===== src/rtl/adc_serial_responder.sv =====
// adc_serial_responder
//
// Responder end of a dual 12-bit serial ADC read interface. It stands in for
// the physical converter during loopback and simulation of the sensor
// readout path. The FPGA-side controller drives chip_select and ADC_clk. This
// block answers with two serial data streams. Each frame is LEAD_ZEROS zero
// bits followed by the DATA_WIDTH-bit result, sent MSB first. Both control
// inputs are asynchronous and are oversampled on fpga_clk.
//
// Ports:
//   fpga_clk     in   system clock, at least 8x the ADC_clk frequency
//   reset        in   synchronous, active-high
//   ADC_clk      in   serial clock from the controller (asynchronous)
//   chip_select  in   active-low frame enable from the controller (asynchronous)
//   pattern_en   in   1 = ramp pattern from the pixel index, 0 = sample inputs
//   sample1      in   channel 1 conversion value
//   sample2      in   channel 2 conversion value
//   serial_data1 out  channel 1 serial data
//   serial_data2 out  channel 2 serial data
//   frame_done   out  one-cycle pulse when a complete frame is closed
//   frame_abort  out  one-cycle pulse when chip_select rises mid-frame
//   frame_count  out  number of completed frames, wrapping at 16 bits

module adc_serial_responder #(
  parameter int DATA_WIDTH  = 12,
  parameter int LEAD_ZEROS  = 4,
  parameter int SYNC_STAGES = 2,
  parameter int PIXELS      = 128
) (
  input  logic                  fpga_clk,
  input  logic                  reset,
  input  logic                  ADC_clk,
  input  logic                  chip_select,
  input  logic                  pattern_en,
  input  logic [DATA_WIDTH-1:0] sample1,
  input  logic [DATA_WIDTH-1:0] sample2,
  output logic                  serial_data1,
  output logic                  serial_data2,
  output logic                  frame_done,
  output logic                  frame_abort,
  output logic [15:0]           frame_count
);

  localparam int FRAME_LEN = LEAD_ZEROS + DATA_WIDTH;
  localparam int CNT_W     = $clog2(FRAME_LEN);
  localparam int IDX_W     = (PIXELS > 1) ? $clog2(PIXELS) : 1;

  localparam logic [CNT_W-1:0] LAST_BIT  = CNT_W'(FRAME_LEN - 1);
  localparam logic [IDX_W-1:0] LAST_PIXEL = IDX_W'(PIXELS - 1);

  typedef enum logic [1:0] {
    IDLE,
    SHIFT,
    HOLD
  } state_t;

  // Synchronizer chains and edge-detect flops. They reset to the idle-high
  // level of both pins, so no spurious edge is seen when reset is released.
  logic [SYNC_STAGES-1:0] csSync_q;
  logic [SYNC_STAGES-1:0] clkSync_q;
  logic                   csPrev_q;
  logic                   clkPrev_q;

  logic csSynced;
  logic clkSynced;
  logic csFall;
  logic csRise;
  logic clkFall;

  // Frame state and datapath registers with their next-state values.
  state_t                 state_q,      state_d;
  logic [FRAME_LEN-1:0]   shift1_q,     shift1_d;
  logic [FRAME_LEN-1:0]   shift2_q,     shift2_d;
  logic [CNT_W-1:0]       bitCnt_q,     bitCnt_d;
  logic [IDX_W-1:0]       index_q,      index_d;
  logic [15:0]            frameCount_q, frameCount_d;
  logic                   done_q,       done_d;
  logic                   abort_q,      abort_d;

  logic [DATA_WIDTH-1:0]  src1;
  logic [DATA_WIDTH-1:0]  src2;

  // Bring both asynchronous control pins into the fpga_clk domain. Then keep
  // one more flop of history so each edge is seen as a single-cycle event.
  always_ff @(posedge fpga_clk) begin
    if (reset) begin
      csSync_q  <= '1;
      clkSync_q <= '1;
      csPrev_q  <= 1'b1;
      clkPrev_q <= 1'b1;
    end else begin
      csSync_q  <= SYNC_STAGES'({csSync_q, chip_select});
      clkSync_q <= SYNC_STAGES'({clkSync_q, ADC_clk});
      csPrev_q  <= csSync_q[SYNC_STAGES-1];
      clkPrev_q <= clkSync_q[SYNC_STAGES-1];
    end
  end

  assign csSynced  = csSync_q[SYNC_STAGES-1];
  assign clkSynced = clkSync_q[SYNC_STAGES-1];
  assign csFall    = csPrev_q & ~csSynced;
  assign csRise    = ~csPrev_q & csSynced;
  assign clkFall   = clkPrev_q & ~clkSynced;

  // Pick the values to be loaded at the start of a frame. In pattern mode
  // channel 1 carries the pixel index. Channel 2 carries its complement, so
  // the two channels ramp in opposite directions.
  always_comb begin
    src1 = sample1;
    src2 = sample2;
    if (pattern_en) begin
      src1 = DATA_WIDTH'(index_q);
      src2 = ~DATA_WIDTH'(index_q);
    end
  end

  // State register for the frame FSM and its datapath.
  always_ff @(posedge fpga_clk) begin
    if (reset) begin
      state_q      <= IDLE;
      shift1_q     <= '0;
      shift2_q     <= '0;
      bitCnt_q     <= '0;
      index_q      <= '0;
      frameCount_q <= '0;
      done_q       <= 1'b0;
      abort_q      <= 1'b0;
    end else begin
      state_q      <= state_d;
      shift1_q     <= shift1_d;
      shift2_q     <= shift2_d;
      bitCnt_q     <= bitCnt_d;
      index_q      <= index_d;
      frameCount_q <= frameCount_d;
      done_q       <= done_d;
      abort_q      <= abort_d;
    end
  end

  // Next-state logic. A chip_select edge is checked before an ADC_clk edge
  // in every state. When both arrive in the same cycle, the frame boundary
  // wins and the clock edge is dropped. Only falling ADC_clk edges move the
  // data, because the controller samples on the rising edges.
  always_comb begin
    state_d      = state_q;
    shift1_d     = shift1_q;
    shift2_d     = shift2_q;
    bitCnt_d     = bitCnt_q;
    index_d      = index_q;
    frameCount_d = frameCount_q;
    done_d       = 1'b0;
    abort_d      = 1'b0;

    unique case (state_q)
      IDLE: begin
        if (csFall) begin
          shift1_d = FRAME_LEN'(src1);
          shift2_d = FRAME_LEN'(src2);
          bitCnt_d = '0;
          state_d  = SHIFT;
        end
      end

      SHIFT: begin
        if (csRise) begin
          abort_d = 1'b1;
          state_d = IDLE;
        end else if (clkFall) begin
          if (bitCnt_q == LAST_BIT) begin
            state_d = HOLD;
          end else begin
            shift1_d = shift1_q << 1;
            shift2_d = shift2_q << 1;
            bitCnt_d = bitCnt_q + CNT_W'(1);
          end
        end
      end

      HOLD: begin
        if (csRise) begin
          done_d       = 1'b1;
          frameCount_d = frameCount_q + 16'd1;
          index_d      = (index_q == LAST_PIXEL) ? '0 : index_q + IDX_W'(1);
          state_d      = IDLE;
        end
      end

      default: begin
        state_d = IDLE;
      end
    endcase
  end

  // The data lines follow the shift-register MSB only while a frame is being
  // shifted. They are held low in IDLE and once all bits have gone out.
  assign serial_data1 = (state_q == SHIFT) && shift1_q[FRAME_LEN-1];
  assign serial_data2 = (state_q == SHIFT) && shift2_q[FRAME_LEN-1];
  assign frame_done   = done_q;
  assign frame_abort  = abort_q;
  assign frame_count  = frameCount_q;

endmodule

===== config.mk =====
export PLATFORM = sky130hd
export DESIGN_NAME = adc_serial_responder
export DESIGN_NICKNAME = d
export VERILOG_FILES = /design/src/rtl/adc_serial_responder.sv
export SDC_FILE = /design/constraint.sdc
export NUM_CORES = 1
export LEC_CHECK = 0
export CAP_MARGIN = 20
export CORE_MARGIN = 4
export CORE_UTILIZATION = 30
export DETAILED_ROUTE_END_ITERATION = 10
export GPL_TIMING_DRIVEN = 0
export PLACE_DENSITY_LB_ADDON = 0.25
export SYNTH_ARGS = -nofsm -noshare
export SYNTH_HDL_FRONTEND = slang
export SYNTH_SLANG_ARGS = --single-unit

===== constraint.sdc =====
create_clock -name fpga_clk -period 5.15 [get_ports fpga_clk]
set_clock_uncertainty 0.15 [all_clocks]
set_input_delay 0.7725 -clock fpga_clk [delete_from_list [all_inputs] [get_ports fpga_clk]]
set_output_delay 0.7725 -clock fpga_clk [all_outputs]
set_load 0.03 [all_outputs]

==> results of run 1 <==
[layout by cell type (no fill, tap or decap), drive strengths merged, types with 2 or more instances in the layout]
| master | netlist | final |
|---|---|---|
| a211o | 6 | 6 |
| nand2 | 18 | 18 |
| dfxtp | 69 | 69 |
| or4 | 12 | 12 |
| xnor2 | 7 | 7 |
| nor2b | 22 | 22 |
| clkbuf | 28 | 38 |
| mux2 | 2 | 2 |
| nor2 | 30 | 30 |
| mux2i | 2 | 2 |
| nand2b | 5 | 5 |
| nor3b | 6 | 6 |
| nor3 | 11 | 11 |
| or2 | 6 | 6 |
| a21oi | 50 | 50 |
| nand4 | 19 | 19 |
| or3 | 8 | 8 |
| buf | 7 | 7 |
| ha | 3 | 3 |
| clkinvlp | 0 | 4 |
| nand4bb | 2 | 2 |
| nand3 | 9 | 9 |
| xor2 | 5 | 5 |
| a31o | 2 | 2 |
| nor4 | 2 | 2 |
| a211oi | 12 | 12 |
| inv | 4 | 5 |
| and2 | 2 | 2 |
| clkdlybuf4s50 | 0 | 47 |
| o41ai | 2 | 2 |
| o21ai | 39 | 39 |
| and4 | 2 | 2 |
[per-stage QoR]
step           power [uW]  instance area, sq um  std cells  setup WS (ns)  utilization
4_1_cts              1076                  4109        600          1.515       0.3910
2_1_floorplan       624.1                  3283        401          2.701            -
5_1_grt              1112                  4109        600          1.367       0.3910
3_5_place_dp        667.1                  3924        584          1.918       0.3734
6_report             1066                  4109        600          1.530       0.3910
3_3_place_gp        666.1                  3924        584          1.928       0.3734
[report_power, final]
part	internal, uW	switching [uW]	leakage (uW)
clock network	190	222	0.0000811
registers	546	8.43	0.000559
logic	47.5	52.9	0.000681
[flip-flops by register name (all words and copies together), names as in the netlist]
signal	flops
clkPrev_q	1
shift1_q	16
state_q	2
index_q	7
csSync_q	2
shift2_q	16
frame_abort	1
bitCnt_q	4
frame_count	16
clkSync_q	2
frame_done	1
csPrev_q	1
[area by class of cell]
class / instances / area share
Multi-Input combinational cell: 293 / 0.4251
Sequential cell: 69 / 0.3362
Timing Repair Buffer: 47 / 0.1145
Tap cell: 136 / 0.04141
Buffer: 35 / 0.03410
Clock buffer: 10 / 0.03350
Clock inverter: 6 / 0.01157
Inverter: 4 / 0.003654
[critical path: stages, from the launching register on]
cell             delay [ns]
dfxtp_1                0.41
buf_2                  0.23
nor2b_1                0.17
buf_2                  0.23
buf_2                  0.25
buf_2                  0.25
and2_1                 0.15
clkdlybuf4s50_1        0.66
[worst min-delay path by stage]
stage	to	slack, ns	depth (start not counted)
after floorplan	clkSync_q[1]	0.24	1
after global placement	clkSync_q[1]	0.25	1
after CTS	csSync_q[1]	0.26	1
after global routing	csSync_q[1]	0.28	1
final	csSync_q[1]	0.26	1
after detailed placement	csSync_q[1]	0.25	1
[routing by layer]
layer | routed length, um | GRT usage
met4 | 130 | 0.05529
met2 | 4058 | 0.2287
met1 | 4226 | 0.1918
met5 | 0 | 0
met3 | 278 | 0.02102
[kinds of logic after synthesis]
group / share of synthesized area
AO/OA/AOI/OAI: 0.2016
XOR/XNOR: 0.03201
flip-flops: 0.4207
multiplexers: 0.01296
AND/OR/NAND/NOR: 0.2740
buffers and inverters: 0.04725
adder cells (fa/ha/maj): 0.01143
==> impl_metrics.py, run 1 <==
metrics = {
    "status": {
        "status": "complete, no violations",
    },
    "worst_setup_path": {
        "path_class": "reg2out",
        "r2r_cells": 8,
        "critPathLaunchType": "flip-flop",
        "path_max_fanout": 10,
        "startpoint": "state_q[0]",
        "cp.arrival_ns": 2.70,
        "critPathCaptureType": "primary output",
        "cp.required_ns": 4.23,
        "r2r-end": "shift1_q[6]",
        "r2r_slack_ns": 2.55,
        "rr_startpoint": "bitCnt_q[0]",
        "setup.worst_path.end": "serial_data1",
    },
    "layout": {
        "fillers": 1079,
        "final-seq-area_sq_um": 1381,
        "fin_nets": 491,
        "area_growth_pct": 25.15,
        "antenna_cells": 0,
        "drive_above_1_share": 0.07543,
        "multi_input_area_sq_um": 1747,
    },
    "sta": {
        "final_max_slew_viol_count": 0,
        "period_needed_ns": 3.620,
        "worst_slew_pin_slew_ns": 0.6413,
        "setup-tns-final_ns": 0,
        "whs_ns": 0.2551,
        "rsz0062_at_grt": "false",
        "hold_violations": 0,
        "fin_crit_sh": 0.7028,
        "slew_headroom": 0.5725,
        "report.final.setup_viol": 0,
        "fmax_ghz": 0.2763,
    },
    "floorplan": {
        "rows": 37,
        "die_h_um": 112.6,
        "fp.coreArea_sq_um": 10510,
        "die_width_um": 112.6,
        "die-area_sq_um": 12680,
        "ioPinCount": 49,
        "start_util": 0.3124,
    },
    "detailed_routing": {
        "drc": 0,
        "routedWlPerCell_um": 14.49,
        "via_per_inst": 5.105,
        "drt_iter0_drc": 155,
        "vias": 3063,
        "drtAntennaViolNets": 0,
        "firstDrtPassIters": 4,
        "wirelength_um": 8692,
    },
    "yosys": {
        "yosys-top-cells-area": "dfxtp_1, a21oi_1, o21ai_0",
        "ys_ff_latch": 69,
        "ys_types": 40,
        "synth_area_per_cell_sq_um": 8.187,
        "syn_area_sq_um": 3283,
        "synth_cells": 401,
        "ys_warn_count": 0,
        "synth_top_area_frac": 0.4207,
        "yosys.area.top_type": "dfxtp_1",
        "yosysMostFrequentCell": "dfxtp_1",
        "synth_fp_nets": 433,
        "ys.flop_type": "dfxtp_1",
        "ys_seq_area_frac": 0.4207,
        "synth_edf_count": 0,
        "synth_common_cells": "dfxtp_1, a21oi_1, o21ai_0, nor2_1, clkbuf_1",
        "synthArstFlopShare": 0,
    },
    "pwr": {
        "p_leak_uw": 0.001321,
        "vdd_drop_max_uv": 105.5,
        "power_density_nw_per_um2": 259.5,
    },
    "job": {
        "cap_violations": 0,
    },
    "grt": {
        "grt_max_degree": 14,
        "grt_overflow": 0,
        "grt_pass1_wl_um": 15080,
        "grt_usage": 0.1423,
        "antenna_found_initial": 0,
        "grt_pass1_vias": 3118,
    },
    "placement": {
        "gp_congestion": 0.7972,
        "dp_hpwl_um": 6241,
        "portBuffers": 47,
    },
    "cts": {
        "cts_hold_buffers": 0,
        "path_clk_slew_ns": 0.08,
        "ctsHtreeMaxLevel": 3,
        "cts_made_buffers": 9,
        "cts_tree": "done",
        "root_buffer": "clkbuf_8",
        "clockBufferDepth": 2,
        "cts.sinks": 69,
        "clk_latency_ns": 0.35,
        "postCtsSetupBuffers": 0,
        "postCtsResizedCells": 0,
    },
    "min_path": {
        "min_from": "csSync_q[0]",
        "min_path_type": "reg2reg",
    },
}
No activity file was read; power rests on OpenSTA's default activity.
==> run 2, diff against run 1 <==
==> constraint.sdc (replaced) <==
create_clock -name fpga_clk -period 3 [get_ports fpga_clk]
set_clock_uncertainty 0.15 [all_clocks]
set_input_delay 0.45 -clock fpga_clk [delete_from_list [all_inputs] [get_ports fpga_clk]]
set_output_delay 0.45 -clock fpga_clk [all_outputs]
set_load 0.03 [all_outputs]
==> run 2 against run 1 <==
Against the previous run: flip-flop and latch count unchanged; non-clock buffer count decreased by 1; sequential power increased by 72%; sequential share of layout area unchanged; utilization unchanged; critical path type unchanged; critical endpoint is now serial_data2; largest power group unchanged; highest routed layer unchanged.
==> impl_metrics.py, run 2 (same netlist as run 1, synthesis figures left out) <==
metrics = {
    "floorplan": {
        "ioPinCount": 49,
        "die_h_um": 112.6,
        "fp.coreArea_sq_um": 10510,
        "die-area_sq_um": 12680,
        "start_util": 0.3124,
        "die_width_um": 112.6,
        "rows": 37,
    },
    "layout": {
        "antenna_cells": 0,
        "utilization": 0.3910,
        "fin_nets": 490,
        "fillers": 1077,
        "drive_above_1_share": 0.07775,
        "area_growth_pct": 25.15,
        "layout_commonest_cell": "dfxtp_1",
        "final_area_sq_um": 4109,
        "mostFrequentLayoutCells": "dfxtp_1, a21oi_1, clkdlybuf4s50_1",
    },
    "grt": {
        "grt_max_degree": 14,
        "grt_pass1_wl_um": 15080,
        "antenna_found_initial": 0,
        "grt_usage": 0.1423,
        "grt_pass1_vias": 3118,
        "grt_overflow": 0,
    },
    "detailed_routing": {
        "routedWlPerCell_um": 14.50,
        "drtAntennaViolNets": 0,
        "drt_iter0_drc": 147,
        "drc": 0,
        "via_per_inst": 5.105,
        "vias": 3058,
        "firstDrtPassIters": 4,
        "wirelength_um": 8683,
    },
    "sta": {
        "report.final.setup_viol": 0,
        "hold_violations": 0,
        "slew_headroom": 0.5793,
        "worst_slew_pin_slew_ns": 0.6310,
        "setup_ws_ns": 0.1899,
        "fin_crit_sh": 0.9367,
        "setup-tns-final_ns": 0,
        "rsz0062_at_grt": "false",
        "fmax_ghz": 0.3559,
        "period_needed_ns": 2.810,
        "final_max_slew_viol_count": 0,
    },
    "worst_setup_path": {
        "cp.required_ns": 2.40,
        "path_class": "reg2out",
        "critPathLaunchType": "flip-flop",
        "cp.arrival_ns": 2.21,
        "critPathCaptureType": "primary output",
        "path_max_fanout": 18,
        "r2r_cells": 8,
    },
    "placement": {
        "dp_hpwl_um": 6241,
        "portBuffers": 47,
        "place_area_sq_um": 3924,
        "place_ws_ns": 0.09064,
        "gp_congestion": 0.7972,
    },
    "cts": {
        "path_clk_slew_ns": 0.07,
        "cts_tree": "done",
        "clk_latency_ns": 0.35,
        "root_buffer": "clkbuf_8",
        "clockBufferDepth": 2,
        "cts_hold_buffers": 0,
        "cts_made_buffers": 9,
        "ctsHtreeMaxLevel": 3,
        "cts.sinks": 69,
    },
    "min_path": {
        "hold_path_depth": 1,
        "min_path_type": "reg2reg",
    },
    "pwr": {
        "power_density_nw_per_um2": 445.3,
        "vdd_drop_max_uv": 181.5,
        "switching_share": 0.2651,
        "pwr-share-seq": 0.520,
        "p_leak_uw": 0.001316,
        "total_power_uw": 1830,
        "p_switching_uw": 485.0,
        "p_int_uw": 1345,
        "combPwrFrac": 0.094,
        "clockPowerShare": 0.386,
    },
    "status": {
        "status": "complete, no violations",
    },
    "job": {
        "cap_violations": 0,
    },
}
## run 2: cell types whose count changed in the layout (fill, tap and decap cells not counted)
| cell | change |
|---|---|
| clkdlybuf4s15_2 | +2 |
| buf_2 | -2 |
| clkdlybuf4s50_1 | -2 |
| clkbuf_4 | +1 |
## run 2: what timing repair did
item                       in CTS  in global routing
setup endpoints to repair       2                  2
buffers inserted                0                  0
gates resized for setup         6                  1
## run 2: layout make-up
type,count,area [sq um],share of cell area
Sequential cell,69,1381,0.3362
Clock inverter,6,47.55,0.01157
Buffer,34,137.6,0.03350
Clock buffer,10,137.6,0.03350
Tap cell,136,170.2,0.04141
Multi-Input combinational cell,293,1747,0.4251
Inverter,4,15.01,0.003654
Timing Repair Buffer,47,473.0,0.1151
## run 2: path summary, 6_finish.rpt
| path | start | endpoint | slack, ns |
|---|---|---|---|
| max | state_q[0] | serial_data2 | 0.19 |
| min | csSync_q[0] | csSync_q[1] | 0.26 |
| max reg2reg | bitCnt_q[0] | shift1_q[6] | 0.41 |
| min reg2reg | csSync_q[0] | csSync_q[1] | 0.26 |
## run 2: worst max-delay path: stages, from the launching register on
cell             delay (ns)
dfxtp_1                0.41
buf_2                  0.23
nor2b_1                0.17
buf_2                  0.34
clkbuf_4               0.29
and2_1                 0.14
clkdlybuf4s15_2        0.29
## run 2: through the flow
stage	hold slack, ns	std cells
floorplan	0.2395	401
global placement	0.2494	584
detailed placement	0.2463	584
CTS	0.2613	600
global route	0.2834	599
finish	0.2568	599
## run 2: routing by layer
layer,vias to the layer above,wire [um],track usage
met5,-,0,0
met4,0,130,0.05529
met3,10,303,0.02102
met2,63,4040,0.2287
met1,1420,4209,0.1918
li1,1565,-,-
## run 2: power by group through the flow
stage          Sequential [uW]  Combinational, uW  Clock [uW]
6_report                   951                172         706
5_1_grt                    955                192         761
4_1_cts                    951                173         723
3_5_place_dp               973                172           0
3_3_place_gp               972                171           0
2_1_floorplan              969                103           0
==> run 3, diff against run 2 <==
--- a/config.mk
+++ b/config.mk
@@ -6,7 +6,7 @@
 export NUM_CORES = 1
 export LEC_CHECK = 0
 export CAP_MARGIN = 20
-export CORE_MARGIN = 4
+export CORE_MARGIN = 2
 export CORE_UTILIZATION = 30
 export DETAILED_ROUTE_END_ITERATION = 10
 export GPL_TIMING_DRIVEN = 0
==> run 3 against run 2 <==
Against the previous run: register-to-register slack is essentially flat; global-route usage increased by 2.1 points; clock power grew 31%; worst hold slack lost 0.0050 ns; die area is 7.0% lower; combinational power barely moved; wire length increased by 3.1%; sequential power about the same; fmax rose by 3.0%.
==> impl_metrics.py, run 3 (same netlist as run 1, synthesis figures left out) <==
metrics = {
    "sta": {
        "setup_ws_ns": 0.2720,
        "fmax_ghz": 0.3666,
        "slew_headroom": 0.5688,
        "report.final.setup_viol": 0,
        "rsz0062_at_grt": "false",
        "setup-tns-final_ns": 0,
        "period_needed_ns": 2.728,
        "worst_slew_pin_slew_ns": 0.6468,
        "hold_violations": 0,
        "final_max_slew_viol_count": 0,
        "fin_crit_sh": 0.9093,
    },
    "pwr": {
        "p_leak_uw": 0.001365,
        "power_density_nw_per_um2": 489.7,
        "p_switching_uw": 471.7,
        "p_int_uw": 1578,
        "clockPowerShare": 0.450,
        "combPwrFrac": 0.085,
        "vdd_drop_max_uv": 209.4,
        "switching_share": 0.2301,
        "pwr-share-seq": 0.464,
    },
    "worst_setup_path": {
        "cp_slowest_cell": "dfxtp_2",
        "r2r_cells": 8,
        "critPathLaunchType": "flip-flop",
        "r2r-end": "shift1_q[2]",
        "worstPathCellList": "clkbuf_4, nor2b_1, clkbuf_4, clkbuf_4, clkbuf_4, and2_1, clkdlybuf4s15_2",
        "crit_family": "buffers and inverters",
        "cp.required_ns": 2.40,
        "path_class": "reg2out",
        "max_stage_delay_ns": 0.37,
        "worstSetupPathDepth": 7,
        "rr_startpoint": "bitCnt_q[0]",
        "setup.worst_path.end": "serial_data1",
        "path_max_fanout": 10,
        "critPathCaptureType": "primary output",
        "cp.arrival_ns": 2.13,
        "cpMostUsedCell": "clkbuf_4",
        "path_buf_inv": 5,
        "r2r_slack_ns": 0.40,
        "startpoint": "state_q[0]",
    },
    "detailed_routing": {
        "drtAntennaViolNets": 0,
        "drt_iter0_drc": 184,
        "routedWlPerCell_um": 14.82,
        "firstDrtPassIters": 5,
        "vias": 3119,
        "wirelength_um": 8952,
        "via_per_inst": 5.164,
        "drc": 0,
    },
    "grt": {
        "grt_pass1_wl_um": 15060,
        "grt_max_degree": 12,
        "grt_usage": 0.1634,
        "antenna_found_initial": 0,
        "grt_pass1_vias": 3089,
        "grt_overflow": 0,
    },
    "placement": {
        "dp_hpwl_um": 6372,
        "portBuffers": 47,
        "gp_congestion": 0.8025,
        "post-place-cells": 588,
        "place_ws_ns": 0.08858,
    },
    "floorplan": {
        "die_width_um": 108.6,
        "die_h_um": 108.6,
        "die-area_sq_um": 11800,
        "start_util": 0.3055,
        "rows": 38,
        "ioPinCount": 49,
        "fp.coreArea_sq_um": 10750,
    },
    "cts": {
        "clk_latency_ns": 0.35,
        "root_buffer": "clkbuf_8",
        "clockBufferDepth": 2,
        "cts.sinks": 69,
        "cts_tree": "done",
        "ctsHtreeMaxLevel": 3,
        "cts_made_buffers": 9,
        "postCtsSetupBuffers": 0,
        "path_clk_slew_ns": 0.07,
    },
    "layout": {
        "drive_above_1_share": 0.08190,
        "mostFrequentLayoutCells": "dfxtp_1, a21oi_1, clkdlybuf4s50_1",
        "area_growth_pct": 27.52,
        "fillers": 1145,
        "final_cells": 604,
        "antenna_cells": 0,
        "layout_commonest_cell": "dfxtp_1",
        "fin_nets": 491,
    },
    "job": {
        "cap_violations": 0,
    },
    "status": {
        "status": "complete, no violations",
    },
    "min_path": {
        "min_path_type": "reg2reg",
    },
}
-- run 3: changes by cell type in the layout (fill, tap and decap cells not counted) --
| cell | delta |
|---|---|
| buf_2 | -2 |
| bufinv_16 | +2 |
| clkbuf_4 | +3 |
| clkbuf_8 | +3 |
| clkinv_2 | +1 |
| clkinv_4 | -1 |
| clkinvlp_4 | -4 |
| dfxtp_1 | -1 |
| dfxtp_2 | +1 |
| inv_6 | -1 |
-- run 3: area by class of cell --
class | instances | area (sq um) | area share
inverter | 4 | 15.01 | 0.003586
clock inverter | 3 | 65.06 | 0.01554
multi-input combinational | 293 | 1747 | 0.4172
clock buffer | 13 | 178.9 | 0.04274
tap | 140 | 175.2 | 0.04184
buffer | 35 | 150.1 | 0.03586
timing repair buffer | 47 | 473.0 | 0.1130
sequential | 69 | 1383 | 0.3302
-- run 3: how the worst min path moves through the flow --
stage,startpoint,end,slack [ns],cells past startpoint
finish,clkSync_q[0],clkSync_q[1],0.25,1
global route,csSync_q[0],csSync_q[1],0.28,1
CTS,clkSync_q[0],clkSync_q[1],0.26,1
detailed placement,clkSync_q[0],clkSync_q[1],0.25,1
global placement,csSync_q[0],csSync_q[1],0.25,1
floorplan,clkSync_q[0],clkSync_q[1],0.24,1
-- run 3: per-stage QoR --
step	util	instance area (sq um)	power [uW]	hold WS (ns)
finish	0.3896	4187	2050	0.2518
global route	0.3896	4187	2125	0.2809
CTS	0.3886	4175	2067	0.2607
detailed placement	0.3656	3929	1147	0.2525
global placement	0.3656	3929	1144	0.2480
floorplan	-	3283	1071	0.2395
-- run 3: metal layers --
| metal | part of all wire | global-route usage | vias up | routed length [um] |
|---|---|---|---|---|
| met1 | 0.48 | 0.2185 | 1457 | 4297 |
| li1 | - | - | 1566 | - |
| met4 | 0.027 | 0.07692 | 0 | 243 |
| met5 | 0 | 0 | - | 0 |
| met2 | 0.43 | 0.2522 | 78 | 3878 |
| met3 | 0.060 | 0.03347 | 18 | 533 |
-- run 3: repair_timing --
item | CTS | global route
resized for setup | 6 | 5
pin swaps | 0 | 0
endpoints found under the hold margin | 0 | 0
setup endpoints to repair | 2 | 2
hold buffers | 0 | 0
-- run 3: power by group through the flow --
stage	clock, uW	combinational (uW)	sequential (uW)
global route	975	196	955
global placement	0	171	972
detailed placement	0	174	973
CTS	940	175	952
finish	923	175	952
floorplan	0	103	969
